==> config.mk <==
export PLATFORM = sky130hd
export DESIGN_NAME = step_period_meter
export DESIGN_NICKNAME = d
export VERILOG_FILES = /design/src/rtl/step_period_meter.sv
export SDC_FILE = /design/constraint.sdc
export NUM_CORES = 1
export LEC_CHECK = 0
export CAP_MARGIN = 25
export CORE_MARGIN = 2
export CORE_UTILIZATION = 40
export CTS_BUF_LIST = sky130_fd_sc_hd__clkbuf_16
export DETAILED_ROUTE_END_ITERATION = 10
export GPL_TIMING_DRIVEN = 0
export SLEW_MARGIN = 15
export SYNTH_ARGS = -nofsm -noshare
export SYNTH_HDL_FRONTEND = slang
export SYNTH_SLANG_ARGS = --single-unit
==> constraint.sdc <==
create_clock -name n_CLK -period 2.4 [get_ports n_CLK]
set_clock_uncertainty 0.2 [all_clocks]
set_input_delay 0.24 -clock n_CLK [delete_from_list [all_inputs] [get_ports n_CLK]]
set_output_delay 0.24 -clock n_CLK [all_outputs]
set_load 0.01 [all_outputs]
==> src/rtl/step_period_meter.sv <==
// Measures the period of an asynchronous step signal in clock cycles
// and reports the equivalent clock-divider value.
module step_period_meter #(
    parameter int unsigned      WIDTH       = 28,
    parameter logic [WIDTH-1:0] TIMEOUT_CYC = 28'd48_000_000
) (
    input  logic             n_CLK,
    input  logic             n_RST,
    input  logic             i_SIG,
    input  logic             i_EN,
    output logic [WIDTH-1:0] o_PERIOD,
    output logic [WIDTH-1:0] o_DIVIDER,
    output logic             o_VALID,
    output logic             o_TIMEOUT,
    output logic             o_BUSY
);

    localparam logic [1:0] S_IDLE  = 2'd0;
    localparam logic [1:0] S_ARMED = 2'd1;
    localparam logic [1:0] S_MEAS  = 2'd2;

    localparam logic [WIDTH-1:0] ONE = WIDTH'(1);

    logic             sync1_q, sync2_q, sync3_q;
    logic             rise;
    logic [1:0]       state_q, state_d;
    logic [WIDTH-1:0] cnt_q, cnt_d;
    logic [WIDTH-1:0] period_q, period_d;
    logic [WIDTH-1:0] div_q, div_d;
    logic             valid_q, valid_d;
    logic             tmo_q, tmo_d;
    logic             busy_q, busy_d;

    assign rise = sync2_q & ~sync3_q;

    always_comb begin
        state_d  = state_q;
        cnt_d    = cnt_q;
        period_d = period_q;
        div_d    = div_q;
        valid_d  = 1'b0;
        tmo_d    = tmo_q;
        if (!i_EN) begin
            state_d = S_IDLE;
            cnt_d   = '0;
            tmo_d   = 1'b0;
        end else begin
            case (state_q)
                S_IDLE: begin
                    state_d = S_ARMED;
                    cnt_d   = '0;
                end
                S_ARMED: begin
                    cnt_d = '0;
                    if (rise) begin
                        state_d = S_MEAS;
                        cnt_d   = ONE;
                    end
                end
                S_MEAS: begin
                    // A rise on the timeout cycle is still a valid period
                    if (rise) begin
                        period_d = cnt_q;
                        div_d    = (cnt_q >> 1) - ONE;
                        valid_d  = 1'b1;
                        tmo_d    = 1'b0;
                        cnt_d    = ONE;
                    end else if (cnt_q == TIMEOUT_CYC) begin
                        tmo_d   = 1'b1;
                        state_d = S_ARMED;
                        cnt_d   = '0;
                    end else begin
                        cnt_d = cnt_q + ONE;
                    end
                end
                default: begin
                    state_d = S_IDLE;
                    cnt_d   = '0;
                end
            endcase
        end
        busy_d = (state_d == S_ARMED) || (state_d == S_MEAS);
    end

    always_ff @(posedge n_CLK or negedge n_RST) begin
        if (!n_RST) begin
            sync1_q  <= 1'b0;
            sync2_q  <= 1'b0;
            sync3_q  <= 1'b0;
            state_q  <= S_IDLE;
            cnt_q    <= '0;
            period_q <= '0;
            div_q    <= '0;
            valid_q  <= 1'b0;
            tmo_q    <= 1'b0;
            busy_q   <= 1'b0;
        end else begin
            sync1_q  <= i_SIG;
            sync2_q  <= sync1_q;
            sync3_q  <= sync2_q;
            state_q  <= state_d;
            cnt_q    <= cnt_d;
            period_q <= period_d;
            div_q    <= div_d;
            valid_q  <= valid_d;
            tmo_q    <= tmo_d;
            busy_q   <= busy_d;
        end
    end

    assign o_PERIOD  = period_q;
    assign o_DIVIDER = div_q;
    assign o_VALID   = valid_q;
    assign o_TIMEOUT = tmo_q;
    assign o_BUSY    = busy_q;

endmodule

==> impl_metrics.env, run 1 <==
export IMPL_worst_hold_slack_ps=147.4
export IMPL_start_kind="flip-flop"
export IMPL_drive_above_1_share_pct=12.15
export IMPL_total_power_mw=3.250
export IMPL_antenna_found_initial=0
export IMPL_gp_congestion=0.8558
export IMPL_ant_nets=0
export IMPL_hold_viol=0
export IMPL_rsz0062_at_grt="yes"
export IMPL_min_path_type="input pin to flip-flop"
export IMPL_yosys_area_top_type="dfrtp_1"
export IMPL_crit_fanout=7
export IMPL_fin_ws_ps=-15.33
export IMPL_ys_warn_count=0
export IMPL_violations="setup timing"
export IMPL_synth_top_cell_area_share_pct=51.61
export IMPL_crit_type="flip-flop to flip-flop"
export IMPL_syn_avg_cell_area_um2=9.085
export IMPL_setup_viol=1
export IMPL_cts_tree="done"
export IMPL_netlist_area_um2=4461
export IMPL_worstMarginPinSlew_ps=745.0
export IMPL_clk_latency_ps=330
export IMPL_die_h_um=109.6
export IMPL_final_cells=716
export IMPL_max_freq_mhz=414.0
export IMPL_p_leak_nw=2.646
export IMPL_io_buffers=62
export IMPL_critical_path_arrival_ps=2420
export IMPL_vias_per_cell=5.161
export IMPL_slew_headroom_pct=50.34
export IMPL_clk_pin_slew_ps=70
export IMPL_seq_area_frac_synth_pct=51.61
export IMPL_finalCritPeriodShare_pct=100.6
export IMPL_cts_htree_levels=3
export IMPL_drcViolationCount=0
export IMPL_post_route_min_period_ps=2415
export IMPL_wl_per_cell_um=15.38
export IMPL_drtPass1Iterations=4
export IMPL_synth_seq_cells=92
export IMPL_grt_max_degree=57
export IMPL_place_inst=694
export IMPL_numCtsBuffers=9
export IMPL_peakVddDrop_v=0.0003493
export IMPL_fp_row_count=38
export IMPL_powerDensity_nw_per_um2=563.5
export IMPL_grt_overflow=0
export IMPL_end_kind="flip-flop"
export IMPL_ys_flop_type="dfrtp_1"
export IMPL_cts_root_buf="clkbuf_16"
export IMPL_via_count=3695
export IMPL_pre_cts_ws_ps=-559.2
export IMPL_final_util_pct=53.21
export IMPL_clockBufferDepth=2
export IMPL_cts_sinks=92
export IMPL_outcome="finished, violations left"
export IMPL_n_antenna_cell=0
export IMPL_synth_cell_types=46
export IMPL_grt_util_all_layers_pct=19.70
export IMPL_worstPathRequired_ps=2410
export IMPL_drv_cap=0
export IMPL_fp_dieW_um=109.6
export IMPL_grt_pass1_vias=3567
export IMPL_async_flop_share_pct=100.0
export IMPL_fin_tns_setup_ps=-15.33
export IMPL_coreArea_um2=10840
export IMPL_fp_dieArea_um2=12010
export IMPL_finalWirelength_um=11020
export IMPL_synth_edf_count=0
export IMPL_drv_slew=0
export IMPL_dp_hpwl_um=7605
export IMPL_grt_pass1_wl_um=18150
export IMPL_placed_cell_area_um2=5279
export IMPL_synthCells=491
export IMPL_dr_first_iter_drc_count=165
export IMPL_io_pins=63
export IMPL_nets=583
export IMPL_syn2layout_area_growth_pct=29.31
export IMPL_synth_fp_nets=503
export IMPL_start_util_pct=41.15
export IMPL_final_area_um2=5768
export IMPL_synthTopCellsByArea="dfrtp_1 (52%), nand2_1 (9.9%), xnor2_1 (5.5%)"
-- layout make-up --
type                       instances  area, um2
buffer                            28      162.7
clock buffer                       9      225.2
clock inverter                     7      66.31
fill                            1032       5072
inverter                          11      41.29
multi-input combinational        353       2052
sequential                        92       2307
tap                              140      175.2
timing repair buffer              76      738.2
-- worst max-delay path: stages (launching register included) --
cell and delay (ps):
dfrtp_1 370, buf_6 140, or4_4 520, or3_4 400
or4_4 440, xor2_2 150, o21ai_2 60
-- final timing paths --
check,from,slack [ps],cells past startpoint,to
setup / recovery,cnt_q[6]$_DFF_PN0_,-20,6,o_DIVIDER[13]$_DFFE_PN0P_
hold / removal,i_SIG,150,1,sync1_q$_DFF_PN0_
setup reg to reg,cnt_q[6]$_DFF_PN0_,-20,6,o_DIVIDER[13]$_DFFE_PN0P_
hold reg to reg,sync1_q$_DFF_PN0_,150,0,sync2_q$_DFF_PN0_
max in group asynchronous,n_RST,1050,3,o_DIVIDER[26]$_DFFE_PN0P_
min in group asynchronous,n_RST,300,2,o_BUSY$_DFF_PN0_
-- flip-flops by register name, indices dropped and copies added, names as in the netlist --
name	count
cnt_q	28
sync3_q	1
sync2_q	1
sync1_q	1
o_PERIOD	28
o_DIVIDER	28
o_VALID	1
o_BUSY	1
o_TIMEOUT	1
state_q	2
-- logic make-up (layout without fill, tap and decap cells) --
logic type               after synthesis  count (layout)  share of synthesized area (%)
XOR/XNOR                              48              48                          9.425
AND/OR/NAND/NOR                      248             248                          25.69
flip-flops                            92              92                          51.61
buffers and inverters                 46             131                          4.685
adder cells (fa/ha/maj)                8               8                          2.244
AO/OA/AOI/OAI                         49              49                          6.340
-- report_power, final --
part	switching, mW	internal [mW]	total [mW]
clock network	0.593	0.802	1.40
registers	0.0305	1.60	1.63
logic	0.112	0.114	0.225
-- cell usage after synthesis, types with 4 or more instances --
library cell and instances:
dfrtp_1 92, or3_1 4, xor2_1 20, nor2_1 47, or4_1 6, o21ai_0 25
a21oi_1 5, ha_1 8, inv_1 10, o21ai_1 6, nand2b_1 5, nor2b_1 4
xnor2_1 28, nor3_1 12, clkbuf_1 21, nand3_1 17, buf_2 8, nor4_1 8
nand2_1 118, nand4_1 13
-- metal layers --
| metal | up-vias | track usage, % | share of wire (%) |
|---|---|---|---|
| li1 | 1798 | - | - |
| met1 | 1800 | 28.10 | 48 |
| met2 | 87 | 30.47 | 47 |
| met3 | 10 | 2.786 | 3.8 |
| met4 | 0 | 7.505 | 1.2 |
| met5 | - | 0 | 0 |
-- timing repair --
item                       CTS  global route
gates resized for setup     14            23
pin swaps                    5             2
hold endpoints to repair    55             0
setup buffers                8             4
setup endpoints to repair   66            73
hold buffers                 1             0
-- cell usage in the layout, fill, tap and decap left out, types with 4 or more instances in the layout --
cell type	n
clkdlybuf4s50_1	61
or4_4	4
a21oi_1	5
dfrtp_1	88
nor4_4	4
clkbuf_2	6
buf_4	15
xnor2_1	28
clkbuf_16	9
nand3_1	16
buf_2	4
nand2_1	117
xor2_1	19
nand2b_1	5
nor4_1	5
nor3_1	10
nor2_1	45
buf_6	4
ha_1	8
inv_1	10
clkbuf_1	9
o21ai_0	25
o21ai_1	6
nand4_1	13
clkinv_1	4
dfrtp_2	4
Note: power is estimated with default switching activity, not from simulation.
==> run 2: changes to the inputs <==
Settings changed: CAP_MARGIN 25 to 20, TNS_END_PERCENT from default to 5.
==> run 2 against run 1 <==
The flow still finishes with violations (setup timing). Cell count fell by 0.28%. Die area unchanged. Utilization decreased by 0.24 points. Total power up 0.11%. Sequential cell count unchanged. Non-clock buffer count fell by 2. Critical path type unchanged.
==> impl_metrics.env, run 2 (synthesis gave the netlist of run 1 again) <==
export IMPL_r2r_setup_slack_ps=-50
export IMPL_fp_row_count=38
export IMPL_ant_nets=0
export IMPL_finalCritPeriodShare_pct=102.0
export IMPL_die_h_um=109.6
export IMPL_drv_cap=0
export IMPL_crit_fanout=6
export IMPL_io_pins=63
export IMPL_final_cell_mix="nand2_1 (117), dfrtp_1 (87), clkdlybuf4s50_1 (61), nor2_1 (45), xnor2_1 (28)"
export IMPL_path_depth=5
export IMPL_setup_viol=1
export IMPL_grt_pass1_vias=3548
export IMPL_start_util_pct=41.15
export IMPL_drive_above_1_share_pct=12.02
export IMPL_numCtsBuffers=9
export IMPL_drcViolationCount=0
export IMPL_place_inst=694
export IMPL_max_freq_mhz=408.3
export IMPL_slowest_delay_ps=600
export IMPL_p_leak_nw=2.615
export IMPL_cts_sinks=92
export IMPL_cpMostUsedCell="or4_4"
export IMPL_gp_congestion=0.8558
export IMPL_rr_worst_depth=5
export IMPL_fin_ws_ps=-49.17
export IMPL_critPathSlowestCell="or4_4"
export IMPL_via_count=3699
export IMPL_final_area_um2=5742
export IMPL_holdCritStartpoint="i_SIG"
export IMPL_drv_slew=0
export IMPL_cts_root_buf="clkbuf_16"
export IMPL_coreArea_um2=10840
export IMPL_final_cells=714
export IMPL_finalWirelength_um=10870
export IMPL_antenna_found_initial=0
export IMPL_dr_first_iter_drc_count=171
export IMPL_placed_cell_area_um2=5279
export IMPL_grt_overflow=0
export IMPL_crit_type="flip-flop to flip-flop"
export IMPL_powerDensity_nw_per_um2=566.7
export IMPL_drtPass1Iterations=4
export IMPL_wl_per_cell_um=15.22
export IMPL_fp_dieArea_um2=12010
export IMPL_grt_pass1_wl_um=18020
export IMPL_holdPathEnd="sync1_q$_DFF_PN0_"
export IMPL_n_antenna_cell=0
export IMPL_syn2layout_area_growth_pct=28.72
export IMPL_grt_max_degree=57
export IMPL_clockBufferDepth=2
export IMPL_min_path_type="input pin to flip-flop"
export IMPL_rsz0062_at_grt="yes"
export IMPL_cp_cell_sequence="or4_4, or3_4, or4_4, xor2_2, o21ai_2"
export IMPL_path_buf_inv=0
export IMPL_dp_hpwl_um=7605
export IMPL_crit_family="simple AND/OR/NAND/NOR gates"
export IMPL_rr_endpoint="o_DIVIDER[13]$_DFFE_PN0P_"
export IMPL_cts_htree_levels=3
export IMPL_clk_latency_ps=330
export IMPL_slew_headroom_pct=50.68
export IMPL_clk_pin_slew_ps=70
export IMPL_peakVddDrop_v=0.0003491
export IMPL_grt_util_all_layers_pct=19.52
export IMPL_post_route_min_period_ps=2449
export IMPL_outcome="finished, violations left"
export IMPL_timing_rr_start="cnt_q[4]$_DFF_PN0_"
export IMPL_hold_depth=1
export IMPL_worstMarginPinSlew_ps=739.7
export IMPL_start_kind="flip-flop"
export IMPL_final_common_cell="nand2_1"
export IMPL_fin_tns_setup_ps=-49.17
export IMPL_io_buffers=62
export IMPL_cts_tree="done"
export IMPL_end_kind="flip-flop"
export IMPL_worstPathRequired_ps=2410
export IMPL_hold_viol=0
export IMPL_critical_path_arrival_ps=2460
export IMPL_violations="setup timing"
export IMPL_fp_dieW_um=109.6
export IMPL_nets=581
export IMPL_vias_per_cell=5.181
==> run 2: stage by stage <==
| step | utilization (%) | power, mW | hold WS [ps] | setup slack [ps] |
|---|---|---|---|---|
| finish | 52.97 | 3.254 | 146.8 | -49.17 |
| global route | 52.97 | 3.389 | 153.6 | -110.6 |
| CTS | 51.92 | 3.290 | 143.4 | -129.1 |
| detailed placement | 48.70 | 1.887 | 134.7 | -559.2 |
| global placement | 48.53 | 1.879 | 134.4 | -2530 |
| floorplan | - | 1.737 | -255.6 | 1.258 |
==> run 2: repair_timing <==
action                                  in CTS  in global routing
cloned                                       0                  0
endpoints found under the setup margin      66                 73
endpoints found under the hold margin       55                  0
buffers inserted                             3                  7
pin swaps                                    2                  4
hold buffers                                 1                  0
resized for setup                            6                 26
==> run 2: area by class of cell <==
class                      instances  area [um2]
buffer                            28       148.9
clock buffer                       9       225.2
clock inverter                     7       66.31
fill                            1034        5099
inverter                          11       41.29
multi-input combinational        353        2053
sequential                        92        2308
tap                              140       175.2
timing repair buffer              74       723.2
==> run 2: metal layers <==
metal  GRT usage (%)  wire, um
met5               0         0
met1           27.82      5225
met4           7.143       178
met2           30.56      5045
met3           2.490       415
==> run 2: power by group <==
| group | internal, mW | switching (mW) | leakage (nW) |
|---|---|---|---|
| registers | 1.60 | 0.0307 | 1.26 |
| clock network | 0.802 | 0.596 | 0.139 |
| logic | 0.114 | 0.112 | 1.22 |
| total | 2.52 | 0.738 | 2.62 |
==> run 2: worst max path at each step <==
stage                              startpoint                        end  slack, ps
after global placement                  n_RST   o_PERIOD[14]$_DFFE_PN0P_      -2530
after global routing      cnt_q[14]$_DFF_PN0_  o_DIVIDER[25]$_DFFE_PN0P_       -110
after CTS                 cnt_q[14]$_DFF_PN0_  o_DIVIDER[23]$_DFFE_PN0P_       -130
after detailed placement   cnt_q[5]$_DFF_PN0_        cnt_q[14]$_DFF_PN0_       -560
final                      cnt_q[4]$_DFF_PN0_  o_DIVIDER[13]$_DFFE_PN0P_        -50
after floorplan            cnt_q[6]$_DFF_PN0_  o_DIVIDER[13]$_DFFE_PN0P_          1
